File: src/rtl/lane_hit_judge_if.sv
// Lane block-position / judgement bundle between a lane's block
// generator, the player key, and the hit judge.
// master: the side that drives block_h/key and consumes results.
// slave : the hit judge.
interface lane_hit_judge_if;
  logic [9:0]  block_h;
  logic        key;
  logic        hit_perfect;
  logic        hit_good;
  logic        miss;
  logic [13:0] score;
  logic [6:0]  combo;
  logic        block_visible;

  modport master (
    output block_h, key,
    input  hit_perfect, hit_good, miss, score, combo, block_visible
  );

  modport slave (
    input  block_h, key,
    output hit_perfect, hit_good, miss, score, combo, block_visible
  );
endinterface

File: src/rtl/lane_hit_judge.sv
// Per-lane hit judge: watches the falling block position and the lane key,
// judges each block once (perfect / good / miss), and keeps score and combo.
// Optional macro GHOST_PENALTY_EN: a key press with no live block counts
// as a miss (combo cleared, score unchanged).
module lane_hit_judge #(
  parameter int HIT_LO      = 600,
  parameter int HIT_HI      = 690,
  parameter int PERF_LO     = 630,
  parameter int PERF_HI     = 660,
  parameter int PERFECT_PTS = 3,
  parameter int GOOD_PTS    = 1,
  parameter int SCORE_MAX   = 9999,
  parameter int COMBO_MAX   = 99
) (
  input  logic clk,
  input  logic rst_n,
  input  logic restart,
  input  logic stop_or_endgame,
  lane_hit_judge_if.slave lane
);

  typedef enum logic [1:0] {
    IDLE  = 2'd0,
    ARMED = 2'd1,
    DONE  = 2'd2
  } state_e;

  localparam logic [9:0]  PARK_H      = 10'd720;
  localparam logic [9:0]  HIT_LO_H    = 10'(HIT_LO);
  localparam logic [9:0]  HIT_HI_H    = 10'(HIT_HI);
  localparam logic [9:0]  PERF_LO_H   = 10'(PERF_LO);
  localparam logic [9:0]  PERF_HI_H   = 10'(PERF_HI);
  localparam logic [14:0] PERF_PTS_W  = 15'(PERFECT_PTS);
  localparam logic [14:0] GOOD_PTS_W  = 15'(GOOD_PTS);
  localparam logic [14:0] SCORE_MAX_W = 15'(SCORE_MAX);
  localparam logic [7:0]  COMBO_MAX_W = 8'(COMBO_MAX);

  state_e      state_q, state_d;
  logic [9:0]  prev_h_q, prev_h_d;
  logic        key_d_q, key_d_d;
  logic [13:0] score_q, score_d;
  logic [6:0]  combo_q, combo_d;
  logic        hit_perfect_q, hit_perfect_d;
  logic        hit_good_q, hit_good_d;
  logic        miss_q, miss_d;
  logic        block_visible_q, block_visible_d;

  logic        key_edge;
  logic        spawn;
  logic        h_early;
  logic        h_in_hit;
  logic        h_in_perf;
  logic        h_late;
  logic [14:0] score_sum;
  logic [7:0]  combo_sum;

  // Decode key edge, spawn and position windows from the current sample.
  always_comb begin
    key_edge  = lane.key & ~key_d_q;
    spawn     = (lane.block_h < prev_h_q);
    h_early   = (lane.block_h < HIT_LO_H);
    h_in_hit  = (lane.block_h >= HIT_LO_H) && (lane.block_h <= HIT_HI_H);
    h_in_perf = (lane.block_h >= PERF_LO_H) && (lane.block_h <= PERF_HI_H);
    h_late    = (lane.block_h > HIT_HI_H);
  end

  // Judgement FSM plus saturating score/combo update.
  always_comb begin
    state_d       = state_q;
    prev_h_d      = prev_h_q;
    key_d_d       = lane.key;
    score_d       = score_q;
    combo_d       = combo_q;
    hit_perfect_d = 1'b0;
    hit_good_d    = 1'b0;
    miss_d        = 1'b0;
    score_sum     = '0;
    combo_sum     = '0;

    if (restart) begin
      state_d  = IDLE;
      prev_h_d = PARK_H;
      key_d_d  = 1'b0;
      score_d  = '0;
      combo_d  = '0;
    end else if (!stop_or_endgame) begin
      prev_h_d = lane.block_h;
      case (state_q)
        ARMED: begin
          // A respawn while armed means the old block went unjudged; the
          // new block keeps the FSM armed and any same-cycle press is dropped.
          if (spawn) begin
            miss_d = 1'b1;
          end else if (key_edge && h_early) begin
            miss_d  = 1'b1;
            state_d = DONE;
          end else if (key_edge && h_in_hit) begin
            hit_perfect_d = h_in_perf;
            hit_good_d    = ~h_in_perf;
            state_d       = DONE;
          end else if (h_late) begin
            miss_d  = 1'b1;
            state_d = DONE;
          end
        end
        default: begin
          if (spawn) begin
            state_d = ARMED;
          end
`ifdef GHOST_PENALTY_EN
          else if (key_edge) begin
            miss_d = 1'b1;
          end
`endif
        end
      endcase

      score_sum = {1'b0, score_q} + (hit_perfect_d ? PERF_PTS_W : GOOD_PTS_W);
      combo_sum = {1'b0, combo_q} + 8'd1;
      if (hit_perfect_d || hit_good_d) begin
        score_d = (score_sum > SCORE_MAX_W) ? SCORE_MAX_W[13:0] : score_sum[13:0];
        combo_d = (combo_sum > COMBO_MAX_W) ? COMBO_MAX_W[6:0] : combo_sum[6:0];
      end else if (miss_d) begin
        combo_d = '0;
      end
    end

    block_visible_d = (state_d == ARMED);
  end

  // State and output registers, asynchronously cleared.
  always_ff @(posedge clk or negedge rst_n) begin
    if (!rst_n) begin
      state_q         <= IDLE;
      prev_h_q        <= PARK_H;
      key_d_q         <= 1'b0;
      score_q         <= '0;
      combo_q         <= '0;
      hit_perfect_q   <= 1'b0;
      hit_good_q      <= 1'b0;
      miss_q          <= 1'b0;
      block_visible_q <= 1'b0;
    end else begin
      state_q         <= state_d;
      prev_h_q        <= prev_h_d;
      key_d_q         <= key_d_d;
      score_q         <= score_d;
      combo_q         <= combo_d;
      hit_perfect_q   <= hit_perfect_d;
      hit_good_q      <= hit_good_d;
      miss_q          <= miss_d;
      block_visible_q <= block_visible_d;
    end
  end

  assign lane.hit_perfect   = hit_perfect_q;
  assign lane.hit_good      = hit_good_q;
  assign lane.miss          = miss_q;
  assign lane.score         = score_q;
  assign lane.combo         = combo_q;
  assign lane.block_visible = block_visible_q;

endmodule

File: src/flat_wrapper.sv
// flat-port wrapper written by rule: the top's interface ports become plain ports
module lane_hit_judge_flat 
#(
  parameter int HIT_LO      = 600,
  parameter int HIT_HI      = 690,
  parameter int PERF_LO     = 630,
  parameter int PERF_HI     = 660,
  parameter int PERFECT_PTS = 3,
  parameter int GOOD_PTS    = 1,
  parameter int SCORE_MAX   = 9999,
  parameter int COMBO_MAX   = 99
)
  (clk, rst_n, restart, stop_or_endgame, lane_block_h, lane_key, lane_hit_perfect, lane_hit_good, lane_miss, lane_score, lane_combo, lane_block_visible);
  lane_hit_judge_if lane_i ();
  input  logic clk;
  input  logic rst_n;
  input  logic restart;
  input  logic stop_or_endgame;
  input wire logic [$bits(lane_i.block_h)-1:0] lane_block_h;
  input wire logic [$bits(lane_i.key)-1:0] lane_key;
  output wire logic [$bits(lane_i.hit_perfect)-1:0] lane_hit_perfect;
  output wire logic [$bits(lane_i.hit_good)-1:0] lane_hit_good;
  output wire logic [$bits(lane_i.miss)-1:0] lane_miss;
  output wire logic [$bits(lane_i.score)-1:0] lane_score;
  output wire logic [$bits(lane_i.combo)-1:0] lane_combo;
  output wire logic [$bits(lane_i.block_visible)-1:0] lane_block_visible;
  assign lane_i.block_h = lane_block_h;
  assign lane_i.key = lane_key;
  assign lane_hit_perfect = lane_i.hit_perfect;
  assign lane_hit_good = lane_i.hit_good;
  assign lane_miss = lane_i.miss;
  assign lane_score = lane_i.score;
  assign lane_combo = lane_i.combo;
  assign lane_block_visible = lane_i.block_visible;
  lane_hit_judge #(.HIT_LO(HIT_LO), .HIT_HI(HIT_HI), .PERF_LO(PERF_LO), .PERF_HI(PERF_HI), .PERFECT_PTS(PERFECT_PTS), .GOOD_PTS(GOOD_PTS), .SCORE_MAX(SCORE_MAX), .COMBO_MAX(COMBO_MAX)) u_core (.clk(clk), .rst_n(rst_n), .restart(restart), .stop_or_endgame(stop_or_endgame), .lane(lane_i));
endmodule
File: config.mk
export PLATFORM = sky130hd
export DESIGN_NAME = lane_hit_judge_flat
export DESIGN_NICKNAME = d
export VERILOG_FILES = /design/src/rtl/lane_hit_judge_if.sv /design/src/rtl/lane_hit_judge.sv /design/src/flat_wrapper.sv
export SDC_FILE = /design/constraint.sdc
export NUM_CORES = 1
export LEC_CHECK = 0
export ABC_CLOCK_PERIOD_IN_PS = 7000
export CAP_MARGIN = 20
export CORE_ASPECT_RATIO = 0.5
export CORE_MARGIN = 2
export CORE_UTILIZATION = 39
export DETAILED_ROUTE_END_ITERATION = 10
export HOLD_SLACK_MARGIN = 0.12
export SETUP_SLACK_MARGIN = 0.05
export SLEW_MARGIN = 20
export SYNTH_ARGS = -nofsm -noshare
export SYNTH_HDL_FRONTEND = slang
export SYNTH_SLANG_ARGS = --single-unit
File: constraint.sdc
create_clock -name clk -period 7 [get_ports clk]
set_input_delay 2.1 -clock clk [delete_from_list [all_inputs] [get_ports clk]]
set_output_delay 2.1 -clock clk [all_outputs]
set_load 0.05 [all_outputs]
=== Word level (Yosys, flattened, before mapping) ===
Index checks and enable logic that the tools add are counted.

* Register bits after elaboration: 38
* Output and inout port bits: 25
* Logic and storage cells: 81

* Add/subtract/negate cells: 2
* $lt $le $gt $ge: 9
* Equal/unequal tests: 3
* Multiplexer cells: 46
* Bitwise gates (word level): 3
* Reduce and logical (&&, ||, !) cells: 9

{| class="wikitable"
|+ Operators with widths
! cell !! number
|-
| $mux 14 || 4
|-
| $mux 7 || 5
|-
| $mux 1 || 26
|-
| $ge 10x10->1 const B || 2
|-
| $le 10x10->1 const B || 2
|-
| $mux 10 || 2
|-
| $mux 2 || 9
|-
| $add 14x15->15 || 1
|-
| $gt 15x14->1 const B || 1
|-
| $gt 10x10->1 const B || 1
|-
| $lt 10x10->1 || 1
|-
| $lt 10x10->1 const B || 1
|-
| $add 7x1->8 const B || 1
|-
| $gt 8x7->1 const B || 1
|-
| $eq 2x1->1 const B || 2
|-
| $logic_and 1x1->1 || 4
|-
| $reduce_and 2->1 || 2
|-
| $reduce_bool 3->1 || 1
|-
| $ne 2x2->1 const B || 1
|-
| $not 1->1 || 2
|-
| $reduce_bool 2->1 || 1
|-
| $and 1x1->1 || 1
|-
| $logic_or 1x1->1 || 1
|}

=== Depth between registers and ports, before layout ===
Gate-level depths: netlist of run 1.

* Depth after elaboration: 16
* Gate-level depth with buffers: 20

=== Worst setup path after synthesis of run 1 ===
No wires, ideal clock.

* Kind: input to register
* Start point: input lane_block_h[7]
* End point: register u_core.score_q[12], in the netlist u_core.lane.score[12]
* Arrival: 5816 ps
* Data required time: 6918 ps
* Setup slack: 1102 ps
* Stages on the path: 18
* Path through: ha_1 a21o_1 a21o_1 a221o_1 a21oi_1 or2_2 nor3_1 nand2_1 inv_1 ha_1 a21oi_2 nor4_2 or3_1 a2111oi_0 a32oi_1 o22ai_2 or4b_1 a31oi_1

* Word-level cells in the longest chain between the ends: 16
* Elaborated cells on any way between the ends: 33
* Classes of those cells: add/sub (1); order compare (7); mux (17); bitwise (1); reduce/logical (7)

{| class="wikitable"
|+ RTL lines
! element !! RTL line !! RTL
|-
| start, declared || flat_wrapper.sv:19 || <nowiki>input wire logic [$bits(lane_i.block_h)-1:0] lane_block_h;</nowiki>
|-
| $ge 10x10->1 or $le 10x10->1 (tied branches) || lane_hit_judge.sv:62 || <nowiki>h_in_hit = (lane.block_h >= HIT_LO_H) && (lane.block_h <= HIT_HI_H);</nowiki>
|-
| $logic_and 1x1->1 || lane_hit_judge.sv:62 ||
|-
| $logic_and 1x1->1 || lane_hit_judge.sv:97 || <nowiki>end else if (key_edge && h_in_hit) begin</nowiki>
|-
| $mux 1 || lane_hit_judge.sv:97 ||
|-
| $mux 1 || lane_hit_judge.sv:94 || <nowiki>end else if (key_edge && h_early) begin</nowiki>
|-
| $mux 1 || lane_hit_judge.sv:92 || <nowiki>if (spawn) begin</nowiki>
|-
| $mux 1 || lane_hit_judge.sv:88 || <nowiki>case (state_q)</nowiki>
|-
| $mux 1 || lane_hit_judge.sv:86 || <nowiki>end else if (!stop_or_endgame) begin</nowiki>
|-
| $mux 1 || lane_hit_judge.sv:80 || <nowiki>if (restart) begin</nowiki>
|-
| $mux 2 || lane_hit_judge.sv:118 || <nowiki>score_sum = {1'b0, score_q} + (hit_perfect_d ? PERF_PTS_W : GOOD_PTS_W);</nowiki>
|-
| $add 14x15->15 || lane_hit_judge.sv:118 ||
|-
| $gt 15x14->1 || lane_hit_judge.sv:121 || <nowiki>score_d = (score_sum > SCORE_MAX_W) ? SCORE_MAX_W[13:0] : score_sum[13:0];</nowiki>
|-
| $mux 14 || lane_hit_judge.sv:121 ||
|-
| $mux 14 || lane_hit_judge.sv:120 || <nowiki>if (hit_perfect_d || hit_good_d) begin</nowiki>
|-
| $mux 14 || lane_hit_judge.sv:86 ||
|-
| $mux 14 || lane_hit_judge.sv:80 ||
|-
| end signal, assigned || lane_hit_judge.sv:147 || <nowiki>score_q <= score_d;</nowiki>
|-
| end, declared || lane_hit_judge.sv:41 || <nowiki>logic [13:0] score_q, score_d;</nowiki>
|}

Several ways; a longest one is shown, not always the timed one. The select of a mux whose other input is x is not followed.
A chain may end at the register's enable or synchronous reset.

=== Worst setup path in the final report of run 1 ===
* Start point: input lane_block_h[9]
* End point: register u_core.score_q[3], in the netlist u_core.lane.score[3]

Same word-level chain as after synthesis.

==> results of run 1 <==
[final timing paths]
| path | depth (start not counted) | start | end |
|---|---|---|---|
| worst max-delay path | 18 | lane_block_h[9] | u_core.lane.score[3] |
| worst min-delay path | 2 | u_core.prev_h_q[6] | u_core.prev_h_q[6] |
| worst max register to register | 19 | u_core.prev_h_q[7] | u_core.lane.score[3] |
| worst min register to register | 2 | u_core.prev_h_q[6] | u_core.prev_h_q[6] |
| max in group asynchronous | 1 | rst_n | u_core.lane.block_visible |
| min in group asynchronous | 1 | rst_n | u_core.prev_h_q[8] |
[cell families after synthesis]
| family | share of synthesized area |
|---|---|
| muxes | 0.03729 |
| DFF | 0.3518 |
| and+or+nand+nor | 0.2505 |
| buffers and inverters | 0.06722 |
| AOI/OAI and AO/OA | 0.2228 |
| xor gates and xnor gates | 0.003223 |
| adders and majority gates | 0.06722 |
[where the power goes]
group / total, uW / leakage (uW) / internal (uW) / switching, uW
sequential: 229 / 0.000510 / 226 / 2.67
clock: 227 / 0.0000739 / 141 / 86.2
combinational: 62.1 / 0.000814 / 25.8 / 36.3
total: 518 / 0.00140 / 393 / 125
[critical path, stage by stage]
cell and delay [ns]:
clkdlybuf4s50_1 0.52, ha_1 0.35, and4_1 0.22, a221o_1 0.34, a21oi_1 0.29, or2_2 0.19
nor3_1 0.05, nand2_1 0.13, fa_2 0.30, and3b_1 0.22, or4_1 0.48, mux2_2 0.29
a32oi_2 0.24, a32oi_1 0.10, o22ai_2 0.27, buf_4 0.22, nor2b_1 0.25, a221oi_1 0.13
[layout make-up]
type / instances / share of cell area
repair buffers: 51 / 0.1406
clock buffers: 7 / 0.04219
inverters: 28 / 0.03109
flip-flops and latches: 38 / 0.2828
multi-input cells: 242 / 0.4678
well taps: 92 / 0.03405
clock inverters: 1 / 0.001480
[cell usage in the layout, fill, tap and decap left out, types with 2 or more instances in the layout]
master,n
a21oi_1,24
or3_1,4
a21o_1,10
o22ai_1,4
clkbuf_16,5
nand3_1,20
nand2_1,29
or4b_1,2
dfrtp_1,34
a31oi_1,7
nor2b_1,5
nor2_1,24
ha_1,13
o21ai_1,5
or4_1,3
a221oi_1,3
nand2b_1,6
nand4_1,8
o21ai_0,6
o31ai_1,2
and2_1,4
inv_1,27
mux2i_1,9
o221a_1,3
o21a_1,2
nor3_1,13
nor4_1,3
a211oi_1,4
or2_2,2
buf_4,12
dfstp_2,4
clkdlybuf4s50_1,38
[registers in the layout, indices dropped and copies added (netlist names)]
register,cells
u_core.lane.score,14
u_core.prev_h_q,10
u_core.lane.combo,7
u_core.state_q,2
u_core.key_d_q,1
u_core.lane.block_visible,1
u_core.lane.hit_good,1
u_core.lane.hit_perfect,1
u_core.lane.miss,1
[per-stage QoR]
| stage | hold WS (ns) | setup WS [ns] |
|---|---|---|
| 6_report | 0.4986 | 0.4193 |
| 5_1_grt | 0.5516 | 0.05674 |
| 4_1_cts | 0.5073 | 0.4030 |
| 3_5_place_dp | 0.4981 | 0.1273 |
| 3_3_place_gp | 0.4894 | 0.2897 |
| 2_1_floorplan | 0.4750 | 1.102 |
[timing repair]
action / 4_1_cts / 5_1_grt
hold buffers: 0 / 0
setup buffers: 0 / 2
resized for setup: 0 / 1
setup endpoints to repair: 0 / 7
endpoints found under the hold margin: 0 / 0
[layer usage]
metal  wire length, um  part of all wire  vias up
met1              3075              0.46     1223
li1                  -                 -     1272
met5                 0                 0        -
met4               104             0.016        0
met3               410             0.061        9
met2              3110              0.46       88
==> results list, run 1 <==
- Wires add up to 6701 um.
* Cells taking the most area after synthesis: dfrtp_1 31%, ha_1 6.0%, a21oi_1 4.4%, nand2_1 4.0%, dfstp_2 3.9%
- Counting distinct cell types in the post-synthesis netlist gives 61.
- CTS max path bufs: 2
- Excluding fillers, the count of instances in the completed layout stands at 459.
- Of all cell types, the one taking the most synthesized area is dfrtp_1.
* Worst Setup Path Type: in2reg
* Multi-input combinational cell area: 0.001582 mm2
* Number of standard-cell rows in the floorplan: 21
- Detailed placement ended at an HPWL of 5015 um.
* Grt met2 use: 0.3052
* Worst-margin pin slew: 0.9171 ns
* Overall power consumption: 518.1 uW
- The first routing iteration left 117 violations.
- Placed Cells incl. Taps: 449
- Clock-pin slew on the worst setup and hold paths: 0.06 ns
- Total leakage power: 0.001398 uW
- Die height: 63.03 um
* Fin util: 0.5046
- Number of max-slew violations in the final report: 0
* Area growth syn-to-layout: 24.40%
- The Yosys step of the flow raised 0 warnings.
- The detail route stage leaves a number of antenna-violating nets equal to 0.
- Pin count of the biggest net entering global routing: 39
* Synth top area share: 0.3131
- In the routed design, unresolved DRC markers number 0.
- On the final layout, the worst clock skew is 0.005372 ns.
- Drt wl/cell: 14.60 um
- Yosys reg bits: 38
- After technology mapping, the gate count stands at 326.
- The clock drives 38 sinks.
* Die area: 0.007692 mm2
- The die is 122.1 um wide.
- The number of global-route vias before repair came to 2492.
* Finished Cell Area: 0.003381 mm2
- In this run the tightest slew margin relative to its limit is 0.3867.
* Post-layout nets: 395
- Static timing analysis puts the maximum clock frequency at 0.1520 GHz.
- Post-route setup TNS: 0 ns
- Initial cell density of the core: 0.4056
- Gr ovfl total: 0
- CTS built an H-tree with a depth of 2.
- For this run, the detailed router's first-pass iteration total came to 4.
* CTS tree: done
- Required @ worst endpoint: 7.11 ns
- The worst setup path is captured at a flip-flop.
* Dpl cell area: 0.003216 mm2
- Share of post-route cells with drive strength above 1: 0.09537
* Commonest register cell after synthesis: dfrtp_1
- Final worst-path cycle share: 0.9401
- For this run, the register share of the synthesized area comes to 0.3517.
- Outcome: finished, final reports clean
* Number of enable-type register cells in the synthesized netlist: 0
- IO Port Bufs: 39
* Syn_nets: 355
- For the worst-skew pair, the clock arrives at the later sink with an insertion delay of 0.28 ns.
- Overall track demand over capacity in global routing: 0.1900
- Worst-path fanout max: 8
- TritonCTS Buffers: 5
- The repair_antennas step left the layout with diodes totalling 0.
* Hold WC Path Type: reg2reg
- Most instantiated cells after synthesis: 34 x dfrtp_1, 29 x nand2_1, 27 x inv_1
- The worst path needs 6.581 ns of the cycle, external delays included.
- The floorplan step defined a core boundary enclosing 0.006700 mm2.
* Layer carrying the most global-route usage: met2
- Number of antenna violations at the first check in global routing: 0
- Data arrives at the worst endpoint at 6.69 ns.
* Reg-to-reg slack, setup: 2.19 ns
- Share of synthesized registers carrying an async set or reset: 1.000
- Met3 GRT Util: 0.04471
- The routed layout has 2592 vias.
- A synthesized cell averages 8.336 um2.
* Cell with the most instances after synthesis: dfrtp_1
* RePlAce Congestion: 0.8992
- Setup repair after global routing left no endpoint under its margin.
* Met1 Usage GRT: 0.2513
* Final setup vio count: 0
- VDD sags by at most 75.46 uV.
- Via-to-Cell Ratio: 5.647
* Reg area: 955.9 um2
* Max-cap violations: 0
- The worst setup path is launched from an input port.
* Cell Area, Synth: 0.002718 mm2
- The first global-routing pass estimated 11610 um of wire.
- IO Pins: 40
- Final hold violation count: 0
* Clock root buffer: clkbuf_16
- Power density over the cells: 153.3 mW/mm2
- After filler insertion, the fill cell instance count of the layout stands at 646.
Note: power is estimated with default switching activity, not from simulation.
==> run 2, diff against run 1 <==
--- a/config.mk
+++ b/config.mk
@@ -5,12 +5,13 @@
 export SDC_FILE = /design/constraint.sdc
 export NUM_CORES = 1
 export LEC_CHECK = 0
-export ABC_CLOCK_PERIOD_IN_PS = 7000
+export ABC_CLOCK_PERIOD_IN_PS = 5600
 export CAP_MARGIN = 20
 export CORE_ASPECT_RATIO = 0.5
 export CORE_MARGIN = 2
-export CORE_UTILIZATION = 39
+export CORE_UTILIZATION = 40
 export DETAILED_ROUTE_END_ITERATION = 10
+export GPL_TIMING_DRIVEN = 0
 export HOLD_SLACK_MARGIN = 0.12
 export SETUP_SLACK_MARGIN = 0.05
 export SLEW_MARGIN = 20
==> constraint.sdc (replaced) <==
create_clock -name clk -period 5.6 [get_ports clk]
set_input_delay 1.68 -clock clk [delete_from_list [all_inputs] [get_ports clk]]
set_output_delay 1.68 -clock clk [all_outputs]
set_load 0.05 [all_outputs]
==> run 2 against run 1 <==
  * Sequential power up 25%
  * Core utilization is 4.4 points higher
  * Cell count up 4.1%
  * Critical path depth did not move
  * First-iteration DRC count decreased by 0.85%
  * Combinational power increased by 41%
  * Clock power rose by 41%
  * Sequential share of layout area is 2.0 points lower
  * Worst setup slack got worse by 0.29 ns
==> results list, run 2 (synthesis gave the netlist of run 1 again) <==
* Outcome: finished, final reports clean
* RePlAce Congestion: 0.8755 (-2.6%)
* Worst Setup Path Type: in2reg
- Cell count of the worst hold path: 2 (unchanged)
* Number of max-slew violations in the final report: 0 (unchanged)
* Max-cap violations: 0 (unchanged)
- The final count of negative-setup-slack endpoints is 0 (unchanged).
- In the layout the commonest cells are 34 x dfrtp_1, 28 x nand2_1, 27 x inv_1.
- Routed wire length on met3: 298 um (-27%)
* Clock root buffer: clkbuf_16
- Area growth syn-to-layout: 33.75%
- Maximum vdd drop: 170.0 uV (+130%)
- The number of design-rule violations left by the first detailed-router iteration is 116 (-0.85%).
- The number of logic stages on the critical path including buffering came to 18 (unchanged).
* Unrepaired setup endpoints after global routing: no
- Die height: 62.29 um (-1.2%)
- TritonCTS built the clock tree.
* H-tree Lvls: 2 (unchanged)
- Clock-pin slew on the worst setup and hold paths: 0.06 ns (about the same)
- The maximum clock skew at final layout is 0.007115 ns (+0.001743 ns).
- Broken down by cell family, the worst path's largest delay share belongs to simple AND/OR/NAND/NOR gates.
- The final number of hold-violating endpoints was 0 (unchanged).
* Overall routed net length: 7369 um (+10%)
* Arr. time, crit path: 5.67 ns (-1.02 ns)
- The area of the die came to 0.007509 mm2 (-2.4%).
- First-pass GRT wire length: 12250 um (+5.5%)
- The worst setup path is captured at a flip-flop.
- The count of filler cells inserted in the layout was 637 (-1.4%).
- Share of post-route cells with drive strength above 1: 0.1917 (+0.09634)
* Detailed-router iteration count before antenna repair: 4 (unchanged)
- IO Port Bufs: 37 (-5.1%)
- IO Pins: 40 (unchanged)
- Initial cell density of the core: 0.4104 (+0.004829)
* Total inserted antenna cells: 0 (unchanged)
- The sum of negative setup slack was 0 ns (unchanged).
* Worst slew margin: 0.5653 (+0.1786)
- Flip-flop count of the largest register after layout: 14 (unchanged)
- The reg2reg setup slack was 1.10 ns (-1.09 ns).
- Number of buffers and inverters on the critical path: 2 (unchanged)
- DRC violations left: 0 (unchanged)
* Core area: 0.006621 mm2 (-1.2%)
* CTS max path bufs: 2 (unchanged)
- Via Count: 2642 (+1.9%)
- Drt wl/cell: 15.42 um (+5.6%)
* Number of global-route vias before repair: 2575 (+3.3%)
- The delay of the slowest critical-path stage is 0.51 ns (about the same).
* Multi-input combinational cell area: 0.001739 mm2 (+10%)
- The slew at the pin with the worst max-slew slack is 0.6521 ns (-0.2650 ns).
- Power density over the cells: 191.0 mW/mm2 (+25%)
- The floorplan row count is 21 (unchanged).
* Finished Cell Area: 0.003635 mm2 (+7.5%)
- Count of hold-fix buffers inserted at cts: 0 (unchanged)
- The clock insertion delay at the later pin of the skew report is 0.28 ns (about the same).
- The largest individual stage delay along the critical path comes from the cell or4b_4.
- Critical path startpoint category: input port
* Post-route minimum period: 5.468 ns
- The routed via count divided by cell count was 5.527 (-2.1%).
- The leakage power was 0.001519 uW (+8.7%).
* Hold WC Path Type: reg2reg
- Post-layout nets: 414 (+4.8%)
- Worst-path fanout max: 8 (unchanged)
- Final worst-path cycle share: 0.9764
* Pin count of the biggest net entering global routing: 21 (-46%)
- Overall track demand over capacity in global routing: 0.2023 (+0.01231)
- Most frequent standard cell in the layout excluding fill and tap cells: dfrtp_1
* Dpl cell area: 0.003226 mm2 (+0.31%)
* Clk sinks: 38 (unchanged)
* TritonCTS Buffers: 5 (unchanged)
* Maximum achievable frequency: 0.1829 GHz
* Number of antenna violations at the first check in global routing: 0 (unchanged)
* Cells traversed along the worst timing path: buf_4, ha_4, and4_4, a221o_1, a21oi_2, or2_4, nor3_4, nand2_2, fa_2, buf_6, nand3b_1, o31ai_1, nand4_1, a2111oi_2, a32oi_1, o22ai_2, or4b_4, a31oi_4
* Highest routed metal layer: met4
* Required @ worst endpoint: 5.80 ns (-1.31 ns)
- The number of cells on the worst reg-to-reg path is 18 (-1).
* Die width: 120.6 um (-1.2%)
- The post-route antenna net violation count was 0 (unchanged).
* Detailed placement HPWL: 5260 um (+4.9%)
- The met2 layer wire length in the routed design is 3550 um (+14%).
- The storage element area was 955.9 um2 (unchanged).
- Overall power consumption: 694.1 uW (+34%)
* Routed length on met1: 3471 um (+13%)
* Gr ovfl total: 0 (unchanged)
run 2: changes by cell type in the layout (fill, tap and decap cells not counted), sizes merged:
cell | previous run | this run
buf | 13 | 25
clkbuf | 7 | 22
bufinv | 0 | 1
dlymetal6s2s | 0 | 1
clkinv | 2 | 3
dlygate4sd2 | 0 | 1
clkdlybuf4s50 | 38 | 26
run 2: area by class of cell:
type	count	share of cell area
Tap cell	92	0.03167
Clock inverter	3	0.01102
Inverter	28	0.02892
Multi-Input combinational cell	242	0.4785
Timing Repair Buffer	52	0.1287
Buffer	18	0.02375
Clock buffer	5	0.03442
Sequential cell	38	0.2630
run 2: metrics by stage:
| step | hold WS (ns) | cells | worst slack (ns) | util |
|---|---|---|---|---|
| CTS | 0.5031 | 472 | 0.05313 | 0.5308 |
| global placement | 0.4889 | 455 | -1.146 | 0.4837 |
| finish | 0.4965 | 478 | 0.1321 | 0.5489 |
| floorplan | 0.4750 | 326 | 0.1218 | - |
| detailed placement | 0.4946 | 456 | -1.153 | 0.4872 |
| global route | 0.5390 | 478 | 0.002703 | 0.5489 |
run 2: where the power goes:
part	total [uW]	switching, uW	leakage (uW)	internal, uW
combinational	87.8	52.9	0.000926	35.0
clock	320	112	0.0000836	208
sequential	286	3.42	0.000510	282
run 2: tightest hold or removal path, stage by stage (launching register included):
cell and delay [ns]:
dfstp_2 0.37, nand2_1 0.05, o211ai_1 0.07
run 2: path summary, 6_finish.rpt:
check / endpoint / startpoint
hold / removal: u_core.prev_h_q[6] / u_core.prev_h_q[6]
setup reg to reg: u_core.lane.score[7] / u_core.prev_h_q[9]
hold reg to reg: u_core.prev_h_q[6] / u_core.prev_h_q[6]
min in group asynchronous: u_core.lane.score[1] / rst_n
setup / recovery: u_core.lane.score[7] / lane_block_h[9]
max in group asynchronous: u_core.lane.score[11] / rst_n
run 2: what timing repair did:
action / 4_1_cts / 5_1_grt
pin swaps: 7 / 14
endpoints found under the hold margin: 0 / 0
setup buffers: 8 / 6
gates resized for setup: 31 / 38
endpoints found under the setup margin: 13 / 13
run 2: per-layer routing:
layer	global-route usage	up-vias
li1	-	1303
met1	0.2790	1258
met2	0.3206	75
met3	0.04688	6
met4	0.05378	0
met5	0	-
==> run 3, diff against run 2 <==
--- a/config.mk
+++ b/config.mk
@@ -10,6 +10,7 @@
 export CORE_ASPECT_RATIO = 0.5
 export CORE_MARGIN = 2
 export CORE_UTILIZATION = 40
+export CTS_CLUSTER_DIAMETER = 50
 export DETAILED_ROUTE_END_ITERATION = 10
 export GPL_TIMING_DRIVEN = 0
 export HOLD_SLACK_MARGIN = 0.12
==> results of run 3 <==
No change in the layout: final DEF, timing and power equal those of run 2.
